$ cat config.mk
export PLATFORM = sky130hd
export DESIGN_NAME = pipelined_adder
export DESIGN_NICKNAME = d
export VERILOG_FILES = /design/src/rtl/pipelined_adder.sv
export SDC_FILE = /design/constraint.sdc
export NUM_CORES = 1
export LEC_CHECK = 0
export CORE_MARGIN = 5
export CORE_UTILIZATION = 55
export DETAILED_ROUTE_END_ITERATION = 16
export GPL_ROUTABILITY_DRIVEN = 0
export GPL_TIMING_DRIVEN = 0
export HOLD_SLACK_MARGIN = 0.05
export PLACE_DENSITY = 0.8
export SLEW_MARGIN = 20
export SYNTH_ARGS = -nofsm -noshare
export SYNTH_HDL_FRONTEND = slang
export SYNTH_SLANG_ARGS = --single-unit
export TNS_END_PERCENT = 1
$ cat constraint.sdc
create_clock -name clk -period 3.4 [get_ports clk]
set_input_delay 0.34 -clock clk [delete_from_list [all_inputs] [get_ports clk]]
set_output_delay 0.34 -clock clk [all_outputs]
set_load 0.02 [all_outputs]
$ cat src/rtl/pipelined_adder.sv
`default_nettype none
// ============================================================================
//  Module      : pipelined_adder
//  Description : Parametrised two-operand adder split into STAGES equal
//                slices, one slice per pipeline stage, with the inter-slice
//                carry registered between stages. Valid/ready handshakes on
//                both sides; the whole pipe advances or stalls as one.
//                Optional macro PIPELINED_ADDER_SUB_EN adds the `sub` port
//                (a - b computed as a + ~b + 1).
//  Revision    : 1.0 - initial release
// ============================================================================
module pipelined_adder #(
    parameter int N      = 16,
    parameter int STAGES = 4
) (
    input  logic         clk,
    input  logic         rst,
    input  logic         in_valid,
    output logic         in_ready,
    input  logic [N-1:0] a,
    input  logic [N-1:0] b,
`ifdef PIPELINED_ADDER_SUB_EN
    input  logic         sub,
`endif
    output logic         out_valid,
    input  logic         out_ready,
    output logic [N-1:0] sum,
    output logic         cout,
    output logic         ovf
);

    // Slice width; N must be a multiple of STAGES.
    localparam int c_w = N / STAGES;

    logic         w_adv;
    logic         w_xfer;
    logic [N-1:0] w_b_eff;
    logic         w_c0;

    // The pipe moves only when the output slot is empty or being drained.
    assign w_adv    = ~out_valid | out_ready;
    assign in_ready = w_adv & ~rst;
    assign w_xfer   = in_valid & in_ready;

`ifdef PIPELINED_ADDER_SUB_EN
    // Subtraction folds into the adder: invert b and inject a carry of one.
    assign w_b_eff = sub ? ~b : b;
    assign w_c0    = sub;
`else
    assign w_b_eff = b;
    assign w_c0    = 1'b0;
`endif

    for (genvar s = 0; s < STAGES; s++) begin : g_stage
        // Low bit of the slice handled here, and how many operand bits
        // (this slice and everything above it) arrive at this stage.
        localparam int c_lo  = s * c_w;
        localparam int c_rem = N - c_lo;

        logic [c_rem-1:0]      w_a_in;
        logic [c_rem-1:0]      w_b_in;
        logic                  w_c_in;
        logic                  w_v_in;
        logic [c_w:0]          w_add;
        logic [c_lo+c_w-1:0]   psum_d;

        logic                  vld_q;
        logic                  cy_q;
        logic [c_lo+c_w-1:0]   psum_q;

        if (s == 0) begin : g_first
            assign w_a_in = a;
            assign w_b_in = w_b_eff;
            assign w_c_in = w_c0;
            assign w_v_in = w_xfer;
            assign psum_d = w_add[c_w-1:0];
        end else begin : g_next
            assign w_a_in = g_stage[s-1].g_skew.opa_q;
            assign w_b_in = g_stage[s-1].g_skew.opb_q;
            assign w_c_in = g_stage[s-1].cy_q;
            assign w_v_in = g_stage[s-1].vld_q;
            // Lower slices already computed travel along with the transaction.
            assign psum_d = {w_add[c_w-1:0], g_stage[s-1].psum_q};
        end

        // Slice adder: lowest remaining operand slice plus incoming carry.
        assign w_add = {1'b0, w_a_in[c_w-1:0]}
                     + {1'b0, w_b_in[c_w-1:0]}
                     + {{c_w{1'b0}}, w_c_in};

        // Stage register: valid bit, carry out and accumulated partial sum.
        always_ff @(posedge clk or posedge rst) begin
            if (rst) begin
                vld_q  <= 1'b0;
                cy_q   <= 1'b0;
                psum_q <= '0;
            end else if (w_adv) begin
                vld_q  <= w_v_in;
                cy_q   <= w_add[c_w];
                psum_q <= psum_d;
            end
        end

        if (s < STAGES - 1) begin : g_skew
            logic [c_rem-c_w-1:0] opa_q;
            logic [c_rem-c_w-1:0] opb_q;

            // Upper operand slices are delayed so they meet their own stage.
            always_ff @(posedge clk or posedge rst) begin
                if (rst) begin
                    opa_q <= '0;
                    opb_q <= '0;
                end else if (w_adv) begin
                    opa_q <= w_a_in[c_rem-1:c_w];
                    opb_q <= w_b_in[c_rem-1:c_w];
                end
            end
        end else begin : g_last
            logic ovf_d;
            logic ovf_q;

            // Signed overflow: operand signs agree but the result sign differs.
            assign ovf_d = (w_a_in[c_w-1] == w_b_in[c_w-1])
                         & (w_add[c_w-1] != w_a_in[c_w-1]);

            // Overflow flag is registered alongside the final slice.
            always_ff @(posedge clk or posedge rst) begin
                if (rst) begin
                    ovf_q <= 1'b0;
                end else if (w_adv) begin
                    ovf_q <= ovf_d;
                end
            end

            assign out_valid = vld_q;
            assign sum       = psum_q;
            assign cout      = cy_q;
            assign ovf       = ovf_q;
        end
    end

endmodule
`default_nettype wire

==> flow_summary.toml <==
[status]
outcome = "finished clean"

[layout]
final_cells = 632
design_area_sq_mm = 0.00510
nNetsFinal = 586
syn_to_final_growth_pct = 21.2
drive_gt1_share_pct = 5.44
insertedDiodeCount = 0

[run]
maxCapViolCount = 0

[placed_design]
dp_cells = 618
place_ws_ns = 0.928
dp_hpwl_um = 6370
placed_area_sq_mm = 0.00491
port_buffers = 55

[worst_setup_path]
end_kind = "output port"
path_cells = "nor2b_1 -> buf_2 -> clkbuf_1 -> nor2_1 -> clkdlybuf4s50_1"
cp_num_buf_inv = 3
slowest_stage = "clkdlybuf4s50_1"
path_class = "reg -> out"
worstPathRequired_ns = 3.06
cp.arrival_ns = 2.13
critical_path.max_stage_delay_ns = 0.55
cp_max_fo = 10
cp-start-kind = "flop"
crit_family = "buffers and inverters"

[clocking]
clkSinkCount = 97
hold_buffers = 0
post-cts-setup-buffers = 0
clkTransAtPathRegs_ns = 0.09
htreeDepth = 3
cts_resized = 0
cts_buffers = 9
clock-root-buffer = "clkbuf_8"
clk_latency_ns = 0.36
clock_path_buffers = 2
cts_tree = "built"

[detailed_routing]
wl_per_cell_um = 13.8
wl_met3_um = 497
wl_met1_um = 3780
num_vias = 3188
drtAntennaViolNets = 0
drc_errors = 0
top_layer = "met4"
dr_wl_met2_um = 4290
first_pass_iters = 4
drt-initial-drc-count = 120
routed_wl_um = 8730
avgViaCountPerCell = 5.04

[sta]
max_freq_ghz = 0.404
post-route-min-period_ns = 2.47
final_hold_viol_count = 0
rsz0062_at_grt = "false"
timing.final.max_slew_violations = 0
skew_ns = 0.00610
finalSetupViolations = 0
fin_ws_ns = 0.926
finalHoldWorstSlack_ns = 0.405
period_share_pct = 72.8
relSlewSlack_pct = 61.4
worstMarginPinSlew_ns = 0.579

[floorplan]
die_w_um = 97.5
design.portCount = 56
start_util_pct = 57.4
fp.dieH_um = 97.5
rows = 31
die_area_sq_mm = 0.00950
core_sq_mm = 0.00733

[logic_synthesis]
ys_seq_area_share_pct = 57.7
yosys.area_share.simple_pct = 24.3
synthAdderAreaFrac_pct = 7.20
synth-xor-area-share_pct = 0.416
syn_nets = 519
ys_types = 24
synth_top_family_by_area = "simple AND/OR/NAND/NOR gates"
synth-compound-area-share_pct = 5.47
synth.cell_area_sq_mm = 0.00421
netlist.area_leader.share_pct = 57.7
syn_inst = 463
yosysWarnings = 0
synth_area_leaders = "dfrtp_1 (58%), nand2_1 (20%), ha_1 (3.9%), fa_1 (3.3%), inv_1 (1.8%)"
synth_mux_area_share_pct = 0.714
synth-seq-cells = 97
synth_top_cell_by_area = "dfrtp_1"
syn_avg_cell_area_sq_um = 9.09

[global_route]
antenna_found_initial = 0
track_usage_pct = 20.1
grt_pass1_vias = 3215
grt_max_degree = 52
overflow = 0
grt_first_pass_wirelength_um = 15300

[power_and_ir_drop]
ir_worst_vdd_mv = 0.368
p_leak_uw = 0.00261
powerDensity_mw_per_mm2 = 856
p_total_uw = 4360

[hold_path]
hp-class = "in -> async"
per-stage QoR:
step / utilization [%] / setup TNS (ns)
floorplan: - / 0
global placement: 66.6 / -79.46
detailed placement: 67.0 / 0
CTS: 69.5 / 0
global route: 69.5 / 0
finish: 69.5 / 0
state kept, by name (all words and copies together) (netlist names):
signal                count
cout                      1
g_stage.cy_q              3
g_stage.g_skew.opa_q     24
g_stage.g_skew.opb_q     24
g_stage.psum_q           24
g_stage.vld_q             3
out_valid                 1
ovf                       1
sum                      16
layout make-up:
type,instances,area [sq um]
inverters,20,80.1
fillers,569,2230
well taps,99,124
clock inverters,3,42.5
clock buffers,11,141
repair buffers,56,578
flip-flops and latches,97,2430
multi-input cells,324,1600
plain buffers,22,101
routing by layer:
metal / vias to the layer above / global-route usage [%]
met2: 85 / 33.5
met3: 10 / 3.09
met5: - / 0
met1: 1514 / 26.3
met4: 0 / 8.52
li1: 1579 / -
final timing paths:
path / from / endpoint / slack, ns / cells after the start
max in group asynchronous: rst / g_stage[1].g_skew.opb_q[3] / 2.41 / 3
min reg2reg: g_stage[2].vld_q / out_valid / 0.47 / 1
min in group clk: g_stage[2].vld_q / out_valid / 0.47 / 1
max reg2reg: g_stage[2].cy_q / sum[13] / 1.77 / 4
min: rst / sum[5] / 0.40 / 2
max: out_valid / in_ready / 0.93 / 5
placed cells by master, fill, tap and decap left out, types with 2 or more instances in the layout:
cell	instances
nand2_1	228
dfrtp_1	97
clkdlybuf4s50_1	55
inv_1	19
nor2_1	15
a21oi_1	14
o21ai_0	13
ha_1	13
buf_2	12
clkbuf_8	10
nor2b_1	8
clkbuf_1	7
fa_1	7
nand3_1	5
buf_1	3
o2111ai_1	3
or4_1	3
mux2i_1	3
nand2b_1	2
a21o_1	2
xor2_1	2
a211oi_1	2
a21boi_0	2
cell usage after synthesis (all sizes together):
cell type  number
a211oi          2
nor2b           8
mux2i           3
o41ai           1
nand3           5
xor2            2
o21ai          13
ha             13
nor2           15
a21boi          2
clkbuf          6
fa              7
a21oi          14
o2111ai         3
or4             3
o31ai           1
inv            20
nand2         228
dfrtp          97
a21o            2
buf            16
nand2b          2
report_power, final:
group / leakage, uW / internal, uW / switching (uW)
combinational: 0.00136 / 743 / 982
clock: 0.0000913 / 351 / 373
sequential: 0.00116 / 1640 / 276
total: 0.00261 / 2730 / 1630
cells by family (layout without fill, tap and decap cells):
family / after synthesis / after routing
xor+xnor: 2 / 2
simple gates: 261 / 261
fa+ha+maj: 20 / 20
mux: 3 / 3
flops: 97 / 97
buf+inv: 42 / 112
compound gates: 38 / 38
Note: power is estimated with default switching activity, not from simulation.
